**config.mk**
```make
export PLATFORM = sky130hd
export DESIGN_NAME = dm_write_buffer_flat
export DESIGN_NICKNAME = d
export VERILOG_FILES = /design/src/rtl/dm_write_buffer_if.sv /design/src/rtl/dm_write_buffer.sv /design/src/flat_wrapper.sv
export SDC_FILE = /design/constraint.sdc
export NUM_CORES = 1
export LEC_CHECK = 0
export CORE_UTILIZATION = 50
export CTS_BUF_LIST = sky130_fd_sc_hd__clkbuf_2
export CTS_CLUSTER_DIAMETER = 50
export CTS_CLUSTER_SIZE = 14
export DETAILED_ROUTE_END_ITERATION = 10
export GPL_ROUTABILITY_DRIVEN = 0
export PLACE_DENSITY = 0.71
export SYNTH_ARGS = -nofsm -noshare
export SYNTH_HDL_FRONTEND = slang
export SYNTH_SLANG_ARGS = --single-unit
```
**constraint.sdc**
```tcl
create_clock -name clk -period 4.8 [get_ports clk]
set_clock_uncertainty 0.2 [all_clocks]
set_input_delay 0.96 -clock clk [delete_from_list [all_inputs] [get_ports clk]]
set_output_delay 0.96 -clock clk [all_outputs]
set_load 0.02 [all_outputs]
```
**src/rtl/dm_write_buffer_if.sv**
```systemverilog
// -----------------------------------------------------------------------------
// dm_write_buffer_if
//
// Bus bundle between the CPU data-memory port, the posted write buffer and the
// DM SRAM. The buffer sits on the slave modport. The CPU/SRAM side (or a
// testbench) uses the master modport.
//
// CPU side : cpu_req, cpu_web, cpu_bweb, cpu_a, cpu_din, flush  (to buffer)
//            cpu_dout, cpu_rvalid, cpu_stall                    (from buffer)
// SRAM side: mem_ceb, mem_web, mem_bweb, mem_a, mem_din         (from buffer)
//            mem_dout, mem_ready                                (to buffer)
// -----------------------------------------------------------------------------
interface dm_write_buffer_if #(
    parameter int AW = 14,
    parameter int DW = 32
);
    logic          cpu_req;
    logic          cpu_web;
    logic [DW-1:0] cpu_bweb;
    logic [AW-1:0] cpu_a;
    logic [DW-1:0] cpu_din;
    logic [DW-1:0] cpu_dout;
    logic          cpu_rvalid;
    logic          cpu_stall;
    logic          flush;
    logic          mem_ceb;
    logic          mem_web;
    logic [DW-1:0] mem_bweb;
    logic [AW-1:0] mem_a;
    logic [DW-1:0] mem_din;
    logic [DW-1:0] mem_dout;
    logic          mem_ready;

    modport slave (
        input  cpu_req, cpu_web, cpu_bweb, cpu_a, cpu_din, flush, mem_dout, mem_ready,
        output cpu_dout, cpu_rvalid, cpu_stall, mem_ceb, mem_web, mem_bweb, mem_a, mem_din
    );

    modport master (
        output cpu_req, cpu_web, cpu_bweb, cpu_a, cpu_din, flush, mem_dout, mem_ready,
        input  cpu_dout, cpu_rvalid, cpu_stall, mem_ceb, mem_web, mem_bweb, mem_a, mem_din
    );
endinterface

```
**src/rtl/dm_write_buffer.sv**
```systemverilog
// -----------------------------------------------------------------------------
// dm_write_buffer
//
// Posted store buffer between the CPU data-memory port and the DM SRAM.
// Stores retire into a DEPTH-entry FIFO in one cycle and drain to the SRAM
// when the port is otherwise idle. Loads go straight to the SRAM. Any buffered
// bytes for the same word are merged over the returned SRAM data, with the
// youngest store winning per bit.
//
// Ports:
//   clk  - clock
//   rst  - synchronous, active-high reset
//   bus  - dm_write_buffer_if.slave (CPU request/response, flush, SRAM port)
//
// Parameters: DEPTH (power of two, >=2), AW (word address width), DW (data width)
//
// Optional build macro: DM_WB_COALESCE_EN
//   When defined, a store to the same word as the youngest buffered entry is
//   merged into that entry instead of allocating a new one. This also applies
//   when the FIFO is full. The merge is not done if that entry is draining
//   this cycle.
// -----------------------------------------------------------------------------
module dm_write_buffer #(
    parameter int DEPTH = 4,
    parameter int AW    = 14,
    parameter int DW    = 32
) (
    input logic              clk,
    input logic              rst,
    dm_write_buffer_if.slave bus
);
    localparam int PW = $clog2(DEPTH);
    localparam int CW = PW + 1;

    typedef struct packed {
        logic [AW-1:0] addr;
        logic [DW-1:0] data;
        logic [DW-1:0] wmask;   // 1 = bit written by the store
    } entry_t;

    // FIFO storage and pointers
    entry_t        ent_q [DEPTH];
    entry_t        ent_d [DEPTH];
    logic [PW-1:0] head_q, head_d;
    logic [PW-1:0] tail_q, tail_d;
    logic [CW-1:0] count_q, count_d;
    logic          flush_pending_q, flush_pending_d;

    // Load return path
    logic          rvalid_q, rvalid_d;
    logic [DW-1:0] fwd_data_q, fwd_data_d;
    logic [DW-1:0] fwd_mask_q, fwd_mask_d;

    // SRAM request fields hold their last driven value while idle
    logic          mem_web_q, mem_web_d;
    logic [DW-1:0] mem_bweb_q, mem_bweb_d;
    logic [AW-1:0] mem_a_q, mem_a_d;
    logic [DW-1:0] mem_din_q, mem_din_d;

    // Arbitration results
    logic          is_load, is_store;
    logic          has_entry, full, flush_act, urgent;
    logic          drain_go, load_go, store_go, alloc, coalesce_hit;
    entry_t        head_ent;
    logic [PW-1:0] idx;
`ifdef DM_WB_COALESCE_EN
    logic [PW-1:0] young_idx;
`endif

    // -------------------------------------------------------------------------
    // Arbitration: one SRAM access per cycle, and only when mem_ready is high.
    // Nothing is issued while rst is high, so reset takes effect at once.
    // -------------------------------------------------------------------------
    always_comb begin
        // NOTE: every signal driven here gets a value on every path, so no latches are inferred.
        is_load   = bus.cpu_req && bus.cpu_web;
        is_store  = bus.cpu_req && !bus.cpu_web;
        has_entry = (count_q != '0);
        full      = (count_q == CW'(DEPTH));
        // A fence against an empty FIFO has nothing to wait for. It therefore
        // neither stalls nor blocks anything.
        flush_act = flush_pending_q || (bus.flush && has_entry);
        urgent    = has_entry && (full || flush_act);
        head_ent  = ent_q[head_q];

        drain_go = 1'b0;
        load_go  = 1'b0;
        if (!rst && bus.mem_ready) begin
            if (urgent) begin
                drain_go = 1'b1;
            end else if (is_load && !flush_act) begin
                load_go = 1'b1;
            end else if (has_entry) begin
                drain_go = 1'b1;
            end
        end

`ifdef DM_WB_COALESCE_EN
        young_idx = tail_q - PW'(1);
        // When only one entry exists, the youngest entry is the head. That
        // entry must not change while it is being written out.
        coalesce_hit = has_entry && (ent_q[young_idx].addr == bus.cpu_a)
                       && !(drain_go && (count_q == CW'(1)));
`else
        coalesce_hit = 1'b0;
`endif
        // Occupancy is the registered count. A slot freed by this cycle's
        // drain only becomes available next cycle.
        store_go = !rst && is_store && !flush_act && (!full || coalesce_hit);
        alloc    = store_go && !coalesce_hit;

        bus.cpu_stall = !rst && bus.cpu_req && !(load_go || store_go);
    end

    // -------------------------------------------------------------------------
    // FIFO update, flush tracking and store-to-load forwarding
    // -------------------------------------------------------------------------
    always_comb begin
        ent_d  = ent_q;
        head_d = head_q;
        tail_d = tail_q;

        if (drain_go) begin
            head_d = head_q + PW'(1);
        end
        if (alloc) begin
            ent_d[tail_q] = '{addr: bus.cpu_a, data: bus.cpu_din, wmask: ~bus.cpu_bweb};
            tail_d        = tail_q + PW'(1);
        end
`ifdef DM_WB_COALESCE_EN
        if (store_go && coalesce_hit) begin
            ent_d[young_idx].data  = (ent_q[young_idx].data & bus.cpu_bweb)
                                   | (bus.cpu_din & ~bus.cpu_bweb);
            ent_d[young_idx].wmask = ent_q[young_idx].wmask | ~bus.cpu_bweb;
        end
`endif
        count_d = count_q + CW'(alloc) - CW'(drain_go);

        flush_pending_d = (bus.flush || flush_pending_q) && (count_d != '0);

        // Walk the entries from oldest to youngest. A younger entry overwrites
        // an older one for every bit it wrote.
        idx        = '0;
        fwd_data_d = fwd_data_q;
        fwd_mask_d = fwd_mask_q;
        if (load_go) begin
            fwd_data_d = '0;
            fwd_mask_d = '0;
            for (int i = 0; i < DEPTH; i++) begin
                idx = head_q + PW'(i);
                if ((CW'(i) < count_q) && (ent_q[idx].addr == bus.cpu_a)) begin
                    fwd_data_d = (fwd_data_d & ~ent_q[idx].wmask)
                               | (ent_q[idx].data & ent_q[idx].wmask);
                    fwd_mask_d = fwd_mask_d | ent_q[idx].wmask;
                end
            end
        end
        rvalid_d = load_go;
    end

    // -------------------------------------------------------------------------
    // SRAM request outputs, combinational from arbitration
    // -------------------------------------------------------------------------
    always_comb begin
        mem_web_d  = mem_web_q;
        mem_bweb_d = mem_bweb_q;
        mem_a_d    = mem_a_q;
        mem_din_d  = mem_din_q;
        if (drain_go) begin
            mem_web_d  = 1'b0;
            mem_bweb_d = ~head_ent.wmask;
            mem_a_d    = head_ent.addr;
            mem_din_d  = head_ent.data;
        end else if (load_go) begin
            mem_web_d = 1'b1;
            mem_a_d   = bus.cpu_a;
        end

        bus.mem_ceb  = !(drain_go || load_go);
        bus.mem_web  = mem_web_d;
        bus.mem_bweb = mem_bweb_d;
        bus.mem_a    = mem_a_d;
        bus.mem_din  = mem_din_d;
    end

    assign bus.cpu_rvalid = rvalid_q;
    assign bus.cpu_dout   = rvalid_q ? ((fwd_data_q & fwd_mask_q) | (bus.mem_dout & ~fwd_mask_q))
                                     : '0;

    // -------------------------------------------------------------------------
    // State registers
    // -------------------------------------------------------------------------
    always_ff @(posedge clk) begin
        // NOTE: sequential state uses non-blocking assignments only.
        if (rst) begin
            head_q          <= '0;
            tail_q          <= '0;
            count_q         <= '0;
            flush_pending_q <= 1'b0;
            rvalid_q        <= 1'b0;
            fwd_data_q      <= '0;
            fwd_mask_q      <= '0;
            mem_web_q       <= 1'b1;
            mem_bweb_q      <= '1;
            mem_a_q         <= '0;
            mem_din_q       <= '0;
        end else begin
            head_q          <= head_d;
            tail_q          <= tail_d;
            count_q         <= count_d;
            flush_pending_q <= flush_pending_d;
            rvalid_q        <= rvalid_d;
            fwd_data_q      <= fwd_data_d;
            fwd_mask_q      <= fwd_mask_d;
            mem_web_q       <= mem_web_d;
            mem_bweb_q      <= mem_bweb_d;
            mem_a_q         <= mem_a_d;
            mem_din_q       <= mem_din_d;
        end
    end

    // NOTE: the entry array has no reset. count_q qualifies every read, so stale contents are never used.
    always_ff @(posedge clk) begin
        ent_q <= ent_d;
    end

endmodule

```
**src/flat_wrapper.sv**
```systemverilog
// flat-port wrapper written by rule: the top's interface ports become plain ports
module dm_write_buffer_flat 
#(
    parameter int DEPTH = 4,
    parameter int AW    = 14,
    parameter int DW    = 32
)
  (clk, rst, bus_cpu_req, bus_cpu_web, bus_cpu_bweb, bus_cpu_a, bus_cpu_din, bus_flush, bus_mem_dout, bus_mem_ready, bus_cpu_dout, bus_cpu_rvalid, bus_cpu_stall, bus_mem_ceb, bus_mem_web, bus_mem_bweb, bus_mem_a, bus_mem_din);
  dm_write_buffer_if #(.AW(AW), .DW(DW)) bus_i ();
  input logic clk;
  input logic rst;
  input wire logic [$bits(bus_i.cpu_req)-1:0] bus_cpu_req;
  input wire logic [$bits(bus_i.cpu_web)-1:0] bus_cpu_web;
  input wire logic [$bits(bus_i.cpu_bweb)-1:0] bus_cpu_bweb;
  input wire logic [$bits(bus_i.cpu_a)-1:0] bus_cpu_a;
  input wire logic [$bits(bus_i.cpu_din)-1:0] bus_cpu_din;
  input wire logic [$bits(bus_i.flush)-1:0] bus_flush;
  input wire logic [$bits(bus_i.mem_dout)-1:0] bus_mem_dout;
  input wire logic [$bits(bus_i.mem_ready)-1:0] bus_mem_ready;
  output wire logic [$bits(bus_i.cpu_dout)-1:0] bus_cpu_dout;
  output wire logic [$bits(bus_i.cpu_rvalid)-1:0] bus_cpu_rvalid;
  output wire logic [$bits(bus_i.cpu_stall)-1:0] bus_cpu_stall;
  output wire logic [$bits(bus_i.mem_ceb)-1:0] bus_mem_ceb;
  output wire logic [$bits(bus_i.mem_web)-1:0] bus_mem_web;
  output wire logic [$bits(bus_i.mem_bweb)-1:0] bus_mem_bweb;
  output wire logic [$bits(bus_i.mem_a)-1:0] bus_mem_a;
  output wire logic [$bits(bus_i.mem_din)-1:0] bus_mem_din;
  assign bus_i.cpu_req = bus_cpu_req;
  assign bus_i.cpu_web = bus_cpu_web;
  assign bus_i.cpu_bweb = bus_cpu_bweb;
  assign bus_i.cpu_a = bus_cpu_a;
  assign bus_i.cpu_din = bus_cpu_din;
  assign bus_i.flush = bus_flush;
  assign bus_i.mem_dout = bus_mem_dout;
  assign bus_i.mem_ready = bus_mem_ready;
  assign bus_cpu_dout = bus_i.cpu_dout;
  assign bus_cpu_rvalid = bus_i.cpu_rvalid;
  assign bus_cpu_stall = bus_i.cpu_stall;
  assign bus_mem_ceb = bus_i.mem_ceb;
  assign bus_mem_web = bus_i.mem_web;
  assign bus_mem_bweb = bus_i.mem_bweb;
  assign bus_mem_a = bus_i.mem_a;
  assign bus_mem_din = bus_i.mem_din;
  dm_write_buffer #(.DEPTH(DEPTH), .AW(AW), .DW(DW)) u_core (.clk(clk), .rst(rst), .bus(bus_i));
endmodule
```
==> results.toml <==
[clock_tree]
h-tree-depth = 2
numCtsBuffers = 53
clk_latency_ns = 1.17
cts_root_buffer = "clkbuf_2"
clk_pin_slew_ns = 0.25
cts_buffer_depth = 3
cts_sinks = 464
cts_tree = "done"
cts_hold_buf = 0

[die]
start_util_pct = 50.8
design.die.area_um2 = 52100
die_height_um = 228
io-pin-count = 230
rows = 82
die_x_um = 228
core_um2 = 50400

[yosys]
synth-edff-count = 312
syn_area_um2 = 25600
ys_seq_elements = 464
synth_largest_area_cell = "edfxtp_1"
synthCells = 2313
yosysSeqAreaShare_pct = 48.5
avgSynthCellArea_um2 = 11.1
synthFlopType = "edfxtp_1"
synth_nets = 2438
ys_types = 63
ys_async_sr_fraction_pct = 0
synth.top_cell.area_share_pct = 36.6
synth_warnings = 0
yosys-top-cells-area = "edfxtp_1 37%, dfxtp_1 12%, mux4_2 10%, mux2i_1 8.7%, nand2_1 3.8%"

[finish]
stdcell_area_um2 = 29900
drive_above_1_share_pct = 15.6
mostFrequentLayoutCell = "edfxtp_1"
area_delta_synth_final_pct = 16.6
mostFrequentLayoutCells = "312 x edfxtp_1, 254 x nand2_1, 209 x mux2i_1"
final_util_pct = 59.3
fin_nets = 2618

[power]
max-vdd-ir-drop_mv = 0.294
powerDensity_nw_per_um2 = 361
power.leakage_uw = 0.0101

[sta]
tightestPinTransition_ns = 0.989
min_period_ns = 4.70
fmax_mhz = 213
final_hold_viol_count = 0
slew_headroom_pct = 34.1
slew_viol_final = 0
finalCritPeriodShare_pct = 98.0
rsz0062_at_grt = "true"
setup-violations-final = 0

[detailed_routing]
initialDrtViolationCount = 2001
drc = 0
viasPerCell = 6.20
wire_per_inst_um = 23.1
ant_nets = 0
via_count = 19900
first_pass_iters = 7
finalWirelength_um = 74200

[worst_setup_path]
crit_fanout = 49
crit_arrival_ns = 3.54
cp-start-kind = "register"
critPathCaptureType = "primary output"
cp.required_ns = 3.64
path_class = "register to primary output"

[global_routing]
grt_usage_pct = 27.9
grt.overflow.total = 0
grt_max_degree = 115
antenna_found_initial = 9
grt_pass1_vias = 19600
grt_first_pass_wirelength_um = 113000

[placement]
place_area_um2 = 28700
io_buffers = 229
place_hpwl_um = 48000

[status]
status = "complete, no violations"

[job]
drv_cap = 0

[hold_path]
hold_class = "primary input to register"
[layer usage]
metal / GRT usage [%] / wire length (um) / part of all wire [%]
met5: 0 / 23 / 0.031
met4: 12.2 / 2620 / 3.5
met3: 4.50 / 5640 / 7.6
met1: 36.4 / 30400 / 41
met2: 46.2 / 35500 / 48
[cell usage after synthesis (all sizes together), types with 2 or more instances]
cell type / instances
mux2: 66
nand3: 4
o21ai: 76
mux2i: 222
nand3b: 11
a41oi: 8
nor4: 40
a22oi: 2
nor2b: 47
and2: 28
xnor2: 43
dfxtp: 152
nand2: 257
a211o: 15
ha: 8
o2111ai: 3
edfxtp: 312
a2111oi: 9
a31oi: 45
clkbuf: 110
nor3: 32
o31ai: 23
a2bb2oi: 2
buf: 70
o211ai: 25
o32a: 2
or2: 3
o41ai: 9
nand4: 10
nand2b: 36
a221oi: 2
inv: 68
o22ai: 7
mux4: 115
o31a: 23
or3: 3
nor2: 186
xor2: 12
a211oi: 32
and3: 9
a21oi: 172
[critical path: stages, from the launching register on]
cell and delay, ns:
dfxtp_4 0.52, buf_4 0.17, buf_16 0.26, mux4_2 0.61, nand2_1 0.11, nand2_1 0.11
clkdlybuf4s50_1 0.56
[flip-flops by register name, indices dropped and copies added (netlist names)]
name and cells:
u_core.head_q 2, u_core.count_q 3, u_core.fwd_data_q 32, u_core.flush_pending_q 1, u_core.mem_bweb_q 32, u_core.mem_a_q 14, u_core.ent_q 312, u_core.mem_din_q 32
u_core.tail_q 2, u_core.bus.cpu_rvalid 1, u_core.mem_web_q 1, u_core.fwd_mask_q 32
[layout make-up]
cell class	instances	area [um2]
fillers	4131	20500
flip-flops and latches	464	12400
multi-input cells	1600	12300
repair buffers	305	3210
well taps	672	841
clock inverters	40	528
clock buffers	59	295
inverters	69	272
diodes	7	17.5
[final timing paths]
kind | start | end | slack, ns | cells after the start
worst max register to register | u_core.head_q[0]$_SDFFE_PP0N_ | u_core.fwd_data_q[27]$_SDFFE_PP0P_ | 0.59 | 12
worst min register to register | u_core.mem_din_q[25]$_SDFF_PP0_ | u_core.mem_din_q[25]$_SDFF_PP0_ | 0.28 | 2
worst min-delay path | rst | u_core.count_q[1]$_SDFF_PP0_ | 0.20 | 3
worst max-delay path | u_core.head_q[0]$_SDFFE_PP0N_ | bus_mem_din[20] | 0.1 | 6
[per-stage QoR]
stage | std cells | total power (uW) | setup slack (ns) | hold slack [ns] | TNS (ns)
final | 3216 | 10800 | 0.0971 | 0.199 | 0
after global routing | 3216 | 11300 | -0.0412 | 0.149 | -0.0412
after CTS | 3206 | 10800 | -0.0107 | 0.0860 | -0.0353
after detailed placement | 3095 | 8270 | 0.181 | 0.256 | 0
after global placement | 3095 | 8200 | 0.303 | 0.251 | 0
after floorplan | 2313 | 7020 | 0.410 | 0.244 | 0
[power by group]
group	total [uW]	switching (uW)	internal, uW
sequential	4710	160	4550
clock	2520	1550	969
combinational	3560	1990	1570
[repair_timing]
item | CTS | global route
cloned | 1 | 0
setup endpoints to repair | 77 | 22
pin swaps | 0 | 0
buffers inserted | 11 | 3
resized for setup | 56 | 20
[cells by family after synthesis]
logic type / Yosys count / synth area share [%]
buf+inv: 249 / 4.05
flops: 464 / 48.5
compound gates: 461 / 11.4
simple gates: 672 / 12.0
mux: 403 / 21.7
fa+ha+maj: 9 / 0.469
xor+xnor: 55 / 1.88
No activity file was read; power rests on OpenSTA's default activity.
